File: config.mk
export PLATFORM = sky130hd
export DESIGN_NAME = uart_tx_arbiter_flat
export DESIGN_NICKNAME = d
export VERILOG_FILES = /design/src/rtl/uart_tx_arbiter_if.sv /design/src/rtl/uart_tx_arbiter.sv /design/src/flat_wrapper.sv
export SDC_FILE = /design/constraint.sdc
export NUM_CORES = 1
export LEC_CHECK = 0
export BUFFER_PORTS_ARGS = -buffer_cell sky130_fd_sc_hd__buf_2
export CORE_MARGIN = 4
export CORE_UTILIZATION = 44
export DETAILED_ROUTE_END_ITERATION = 16
export HOLD_SLACK_MARGIN = 0.02
export PLACE_DENSITY = 0.83
export SYNTH_ARGS = -nofsm -noshare
export SYNTH_HDL_FRONTEND = slang
export SYNTH_SLANG_ARGS = --single-unit
File: constraint.sdc
create_clock -name clk -period 2.8 [get_ports clk]
set_clock_uncertainty 0.1 [all_clocks]
set_input_delay 0.14 -clock clk [delete_from_list [all_inputs] [get_ports clk]]
set_output_delay 0.14 -clock clk [all_outputs]
set_load 0.005 [all_outputs]
File: src/rtl/uart_tx_arbiter_if.sv
// Byte-port bundle between NUM_REQ requesters, the arbiter and the UART TX
// serializer.
//
// Handshake rule (both sides): a byte moves on a rising edge where valid and
// ready are both high. The sender keeps valid and data stable until that edge.
// Ready may depend combinationally on valid.
//
// Modports:
//   master - client/transmitter side; drives requests and tx_ready.
//   slave  - arbiter side.
interface uart_tx_arbiter_if #(
  parameter int NUM_REQ = 4,
  parameter int DATA_W  = 8,
  parameter int IDX_W   = 2
);
  logic [NUM_REQ-1:0]        req_valid;
  logic [NUM_REQ*DATA_W-1:0] req_data;
  logic [NUM_REQ-1:0]        req_last;
  logic [NUM_REQ-1:0]        req_ready;
  logic                      tx_valid;
  logic [DATA_W-1:0]         tx_data;
  logic [IDX_W-1:0]          tx_src;
  logic                      tx_ready;
  logic                      busy;

  modport master (
    output req_valid, req_data, req_last, tx_ready,
    input  req_ready, tx_valid, tx_data, tx_src, busy
  );

  modport slave (
    input  req_valid, req_data, req_last, tx_ready,
    output req_ready, tx_valid, tx_data, tx_src, busy
  );
endinterface

File: src/rtl/uart_tx_arbiter.sv
// Round-robin arbiter that shares one UART TX byte port between NUM_REQ
// requesters. One byte per grant; the accepted byte is registered and held
// on tx_* until the transmitter takes it.
//
// Optional feature: define UART_ARB_LOCK_EN to keep the grant with one
// requester until it sends a byte flagged req_last, so messages from
// different requesters never interleave. Without it req_last is ignored.
//
// IDX_W must equal clog2(NUM_REQ).
module uart_tx_arbiter #(
  parameter int NUM_REQ = 4,
  parameter int DATA_W  = 8,
  parameter int IDX_W   = 2
) (
  input  logic               clk,
  input  logic               rst,
  uart_tx_arbiter_if.slave   bus,
  output logic [1:0]         o_dbg_state
);

  typedef enum logic [1:0] {
    S_IDLE = 2'd0,
`ifdef UART_ARB_LOCK_EN
    S_LOCK = 2'd2,
`endif
    S_SEND = 2'd1
  } state_t;

  state_t              r_state;
  state_t              w_next;
  logic [IDX_W-1:0]    r_ptr;
  logic                r_tx_valid;
  logic [DATA_W-1:0]   r_tx_data;
  logic [IDX_W-1:0]    r_tx_src;
`ifdef UART_ARB_LOCK_EN
  logic                r_last;
`else
  logic                w_unused_last;
  assign w_unused_last = ^bus.req_last;
`endif

  logic                w_win_found;
  logic [IDX_W-1:0]    w_win_idx;
  logic [IDX_W-1:0]    w_cand;
  logic                w_accept;
  logic [IDX_W-1:0]    w_grant_idx;
  logic                w_tx_fire;

  assign w_tx_fire = r_tx_valid & bus.tx_ready;

  // Round-robin scan: first valid requester after ptr, wrapping modulo NUM_REQ.
  always_comb begin
    w_win_found = 1'b0;
    w_win_idx   = '0;
    w_cand      = '0;
    for (int k = 1; k <= NUM_REQ; k++) begin
      w_cand = IDX_W'((int'(r_ptr) + k) % NUM_REQ);
      if (!w_win_found && bus.req_valid[w_cand]) begin
        w_win_found = 1'b1;
        w_win_idx   = w_cand;
      end
    end
  end

  // Grant decision: open arbitration in IDLE, owner-only while locked.
  always_comb begin
    w_accept    = 1'b0;
    w_grant_idx = w_win_idx;
    case (r_state)
      S_IDLE: w_accept = w_win_found;
`ifdef UART_ARB_LOCK_EN
      S_LOCK: begin
        w_grant_idx = r_tx_src;
        w_accept    = bus.req_valid[r_tx_src];
      end
`endif
      default: w_accept = 1'b0;
    endcase
  end

  // State register.
  always_ff @(posedge clk) begin
    if (rst) r_state <= S_IDLE;
    else     r_state <= w_next;
  end

  // Next-state logic.
  always_comb begin
    w_next = r_state;
    case (r_state)
      S_IDLE: if (w_accept) w_next = S_SEND;
      S_SEND: begin
        if (w_tx_fire) begin
`ifdef UART_ARB_LOCK_EN
          w_next = r_last ? S_IDLE : S_LOCK;
`else
          w_next = S_IDLE;
`endif
        end
      end
`ifdef UART_ARB_LOCK_EN
      S_LOCK: if (w_accept) w_next = S_SEND;
`endif
      default: w_next = S_IDLE;
    endcase
  end

  // Outputs: one-hot ready to the granted requester, never during reset.
  always_comb begin
    bus.req_ready = '0;
    if (!rst && w_accept) bus.req_ready[w_grant_idx] = 1'b1;
    bus.busy = (r_state != S_IDLE);
  end

  assign bus.tx_valid = r_tx_valid;
  assign bus.tx_data  = r_tx_data;
  assign bus.tx_src   = r_tx_src;
  assign o_dbg_state  = r_state;

  // Byte holding register and round-robin pointer.
  always_ff @(posedge clk) begin
    if (rst) begin
      r_tx_valid <= 1'b0;
      r_tx_data  <= '0;
      r_tx_src   <= '0;
      r_ptr      <= IDX_W'(NUM_REQ - 1);
`ifdef UART_ARB_LOCK_EN
      r_last     <= 1'b0;
`endif
    end else if (w_accept) begin
      r_tx_valid <= 1'b1;
      r_tx_data  <= bus.req_data[w_grant_idx*DATA_W +: DATA_W];
      r_tx_src   <= w_grant_idx;
`ifdef UART_ARB_LOCK_EN
      r_last     <= bus.req_last[w_grant_idx];
`endif
    end else if (w_tx_fire) begin
      r_tx_valid <= 1'b0;
      r_ptr      <= r_tx_src;
    end
  end

endmodule

File: src/flat_wrapper.sv
// flat-port wrapper written by rule: the top's interface ports become plain ports
module uart_tx_arbiter_flat 
#(
  parameter int NUM_REQ = 4,
  parameter int DATA_W  = 8,
  parameter int IDX_W   = 2
)
  (clk, rst, o_dbg_state, bus_req_valid, bus_req_data, bus_req_last, bus_tx_ready, bus_req_ready, bus_tx_valid, bus_tx_data, bus_tx_src, bus_busy);
  uart_tx_arbiter_if #(.NUM_REQ(NUM_REQ), .DATA_W(DATA_W), .IDX_W(IDX_W)) bus_i ();
  input  logic clk;
  input  logic rst;
  output logic [1:0] o_dbg_state;
  input wire logic [$bits(bus_i.req_valid)-1:0] bus_req_valid;
  input wire logic [$bits(bus_i.req_data)-1:0] bus_req_data;
  input wire logic [$bits(bus_i.req_last)-1:0] bus_req_last;
  input wire logic [$bits(bus_i.tx_ready)-1:0] bus_tx_ready;
  output wire logic [$bits(bus_i.req_ready)-1:0] bus_req_ready;
  output wire logic [$bits(bus_i.tx_valid)-1:0] bus_tx_valid;
  output wire logic [$bits(bus_i.tx_data)-1:0] bus_tx_data;
  output wire logic [$bits(bus_i.tx_src)-1:0] bus_tx_src;
  output wire logic [$bits(bus_i.busy)-1:0] bus_busy;
  assign bus_i.req_valid = bus_req_valid;
  assign bus_i.req_data = bus_req_data;
  assign bus_i.req_last = bus_req_last;
  assign bus_i.tx_ready = bus_tx_ready;
  assign bus_req_ready = bus_i.req_ready;
  assign bus_tx_valid = bus_i.tx_valid;
  assign bus_tx_data = bus_i.tx_data;
  assign bus_tx_src = bus_i.tx_src;
  assign bus_busy = bus_i.busy;
  uart_tx_arbiter #(.NUM_REQ(NUM_REQ), .DATA_W(DATA_W), .IDX_W(IDX_W)) u_core (.clk(clk), .rst(rst), .bus(bus_i), .o_dbg_state(o_dbg_state));
endmodule
==> impl_results.md <==
- Outcome: complete, no violations
- GRT Overall Usage: between 10% and 20%
- CTS Buf Count: 3
- Initial Util: a little under half
- Most common cell after layout, fill and taps aside: buf_2
- Final min period: ~2.4 ns
- Post-DRT Antenna Nets: 0
- Later-pin clock latency in the skew report: ~0.29 ns
- Synth async-reset ratio: 0%
- Wire per inst: approximately 14 um
- Largest net degree at the start of global routing: 22
- Global-route wire length before repair: 3650 um
- Leakage power: ~0.67 nW
- Io pins: ~60
- CP arrival: about 2.1 ns
- Area of the multi-input gates: around 580 um^2
- GP Congestion: approximately 0.69
- CTS H-tree depth: 1
- Overflow left after global routing: 0
- Syn avg cell area: slightly above 10 um^2
- Core outline area: 1980 um^2
- Die Wd: approximately 54 um
- Setup_tns: 0 ns
- EDFF count, synth: 0
- Die area: ~2900 um^2
- Vias in the first global route: between 800 and 900
- Max-slew violations: 0
- Postcts setup bufs: 0
- Vias per cell: about 5.1
- Final net count: around 190
- Row cnt: 16
- Worst Tran Pin Value: around 0.63 ns
- Power Dens Cells: 465 nW/um^2
- Post-Syn Area: 935 um^2
- Worst setup EP type: output port
- FILL cells: about 180
- Register Area: 280 um^2
- CTS tree: done
- Max IR drop VDD: around 320 uV
- ANT cells: 0
- Final HPWL DP: around 1900 um
- Cells after synthesis: 91
- Hold Path Class: primary input to flip-flop
- Die H: 54.1 um
- WS Path Type: flip-flop to output port
- Synth cell types: 32
- Gate power share: between 30 and 40%
- Post-layout util: a little over 60%
- Final hold vios: 0
- Synth Register Bits: 14
- Sequential Power Share: a little over two fifths
- Sw power: approximately 0.00018 W
- YS warnings: 0
- Clock Path Buffers: 2
- Drt initial violations: 19
- Sw Share: 31.0%
- Cell-internal power: 0.000391 W
- Clk pwr share: approximately a quarter
- Net Count, Synth: between 100 and 150
- PortBufs: 55
- CTS root buf: clkbuf_4
- Startpoint types: flip-flop
- Final wirelength: roughly 2400 um
- Unrepaired setup endpoints after global routing: false
- Final setup vio count: 0
- Quantity of gates resized following cts: 0
- Post-CTS Hold Buffers: 0
- DRT Pass-1 Iters: 4
- Crit path max fanout: 10
- Initial antenna violation count: 0
- Sink Count: 14
- Max Fclk: 424 MHz
- Final Cycle Share: a little over four fifths
- Clock-pin slew on the worst setup and hold paths: roughly 0.090 ns
- Slew HR: slightly below 60%
- Sequential area share after synthesis: approximately 30%
- Layout cells sized above 1: between 50% and 60%
- Commonest non-fill, non-tap cells in the layout: buf_2 (55), mux2i_1 (18), dfxtp_1 (14)
- Critical path required time: 2.56 ns
- Max cap viols: 0
- Remaining DRCs: 0
- Area delta synth->final: 30.5%
- Main synth FF type: dfxtp_1
- Routed vias: 870
[cell type report]
type | instances | area share, %
well taps | 27 | 2.77
clock buffers | 4 | 2.97
multi-input cells | 66 | 47.2
repair buffers | 56 | 23.2
inverters | 3 | 0.923
flip-flops and latches | 14 | 23.0
[synthesized netlist by cell type, types with 2 or more instances]
library cell	number	area share (%)
clkbuf_1	2	0.80
buf_4	3	2.4
o21bai_1	8	6.4
inv_1	2	0.80
nand2_1	2	0.80
a21oi_1	4	2.1
a221oi_2	8	13
nor2_1	5	2.0
nand2b_1	3	2.0
dfxtp_1	14	30
mux2i_1	18	19
and3b_1	2	1.9
[worst max-delay path, cell delays in order, from the launching register on]
cell	delay, ns
dfxtp_1	0.38
and2b_1	0.22
o311ai_2	0.35
and2_1	0.50
nor3b_2	0.24
buf_2	0.14
[power groups by stage]
stage | Clock [W] | Sequential [W] | Combinational [W]
3_3_place_gp | 0 | 0.000239 | 0.000179
3_5_place_dp | 0 | 0.000240 | 0.000186
4_1_cts | 0.000149 | 0.000236 | 0.000187
6_report | 0.000148 | 0.000236 | 0.000183
2_1_floorplan | 0 | 0.000240 | 0.000129
5_1_grt | 0.000156 | 0.000239 | 0.000202
[flip-flops by register name, indices dropped and copies added, names as in the netlist]
register,cells
u_core.o_dbg_state,1
u_core.bus.tx_valid,1
u_core.bus.tx_data,8
u_core.bus.tx_src,2
u_core.r_ptr,2
[through the flow]
stage / hold slack (ns) / cell area (um^2) / instances / power, W / setup WS, ns
finish: 0.0365 / 1220 / 170 / 0.000567 / 0.440
global route: 0.0886 / 1220 / 170 / 0.000596 / 0.293
CTS: 0.0335 / 1220 / 170 / 0.000572 / 0.406
detailed placement: 0.341 / 1180 / 166 / 0.000426 / 0.727
global placement: 0.340 / 1180 / 166 / 0.000417 / 0.789
floorplan: 0.222 / 935 / 91 / 0.000369 / 1.19
[metal layers]
| metal | share of wire, % | GRT usage (%) | vias to the layer above |
|---|---|---|---|
| li1 | - | - | 444 |
| met4 | 1.1 | 4.98 | 0 |
| met5 | 0 | 0 | - |
| met1 | 36 | 16.1 | 391 |
| met3 | 6.7 | 3.60 | 5 |
| met2 | 56 | 36.1 | 30 |
[path summary, 6_finish.rpt]
kind	startpoint	endpoint	slack (ns)	cells after the start
worst min-delay path	bus_tx_ready	u_core.bus.tx_valid	0.04	3
worst max register to register	u_core.r_ptr[0]	u_core.bus.tx_data[7]	0.80	5
worst max-delay path	u_core.r_ptr[0]	bus_req_ready[1]	0.44	5
worst min register to register	u_core.bus.tx_valid	u_core.bus.tx_valid	0.41	2
[cell families (layout without fill, tap and decap cells)]
| logic type | after synthesis | after routing | synth area share, % |
|---|---|---|---|
| AO/OA/AOI/OAI | 25 | 25 | 26.9 |
| buffers and inverters | 11 | 63 | 8.43 |
| flip-flops | 14 | 14 | 30.0 |
| multiplexers | 18 | 18 | 19.3 |
| other | 1 | 1 | 0.401 |
| AND/OR/NAND/NOR | 22 | 22 | 15.0 |
Power figures use the tool's default switching activity.
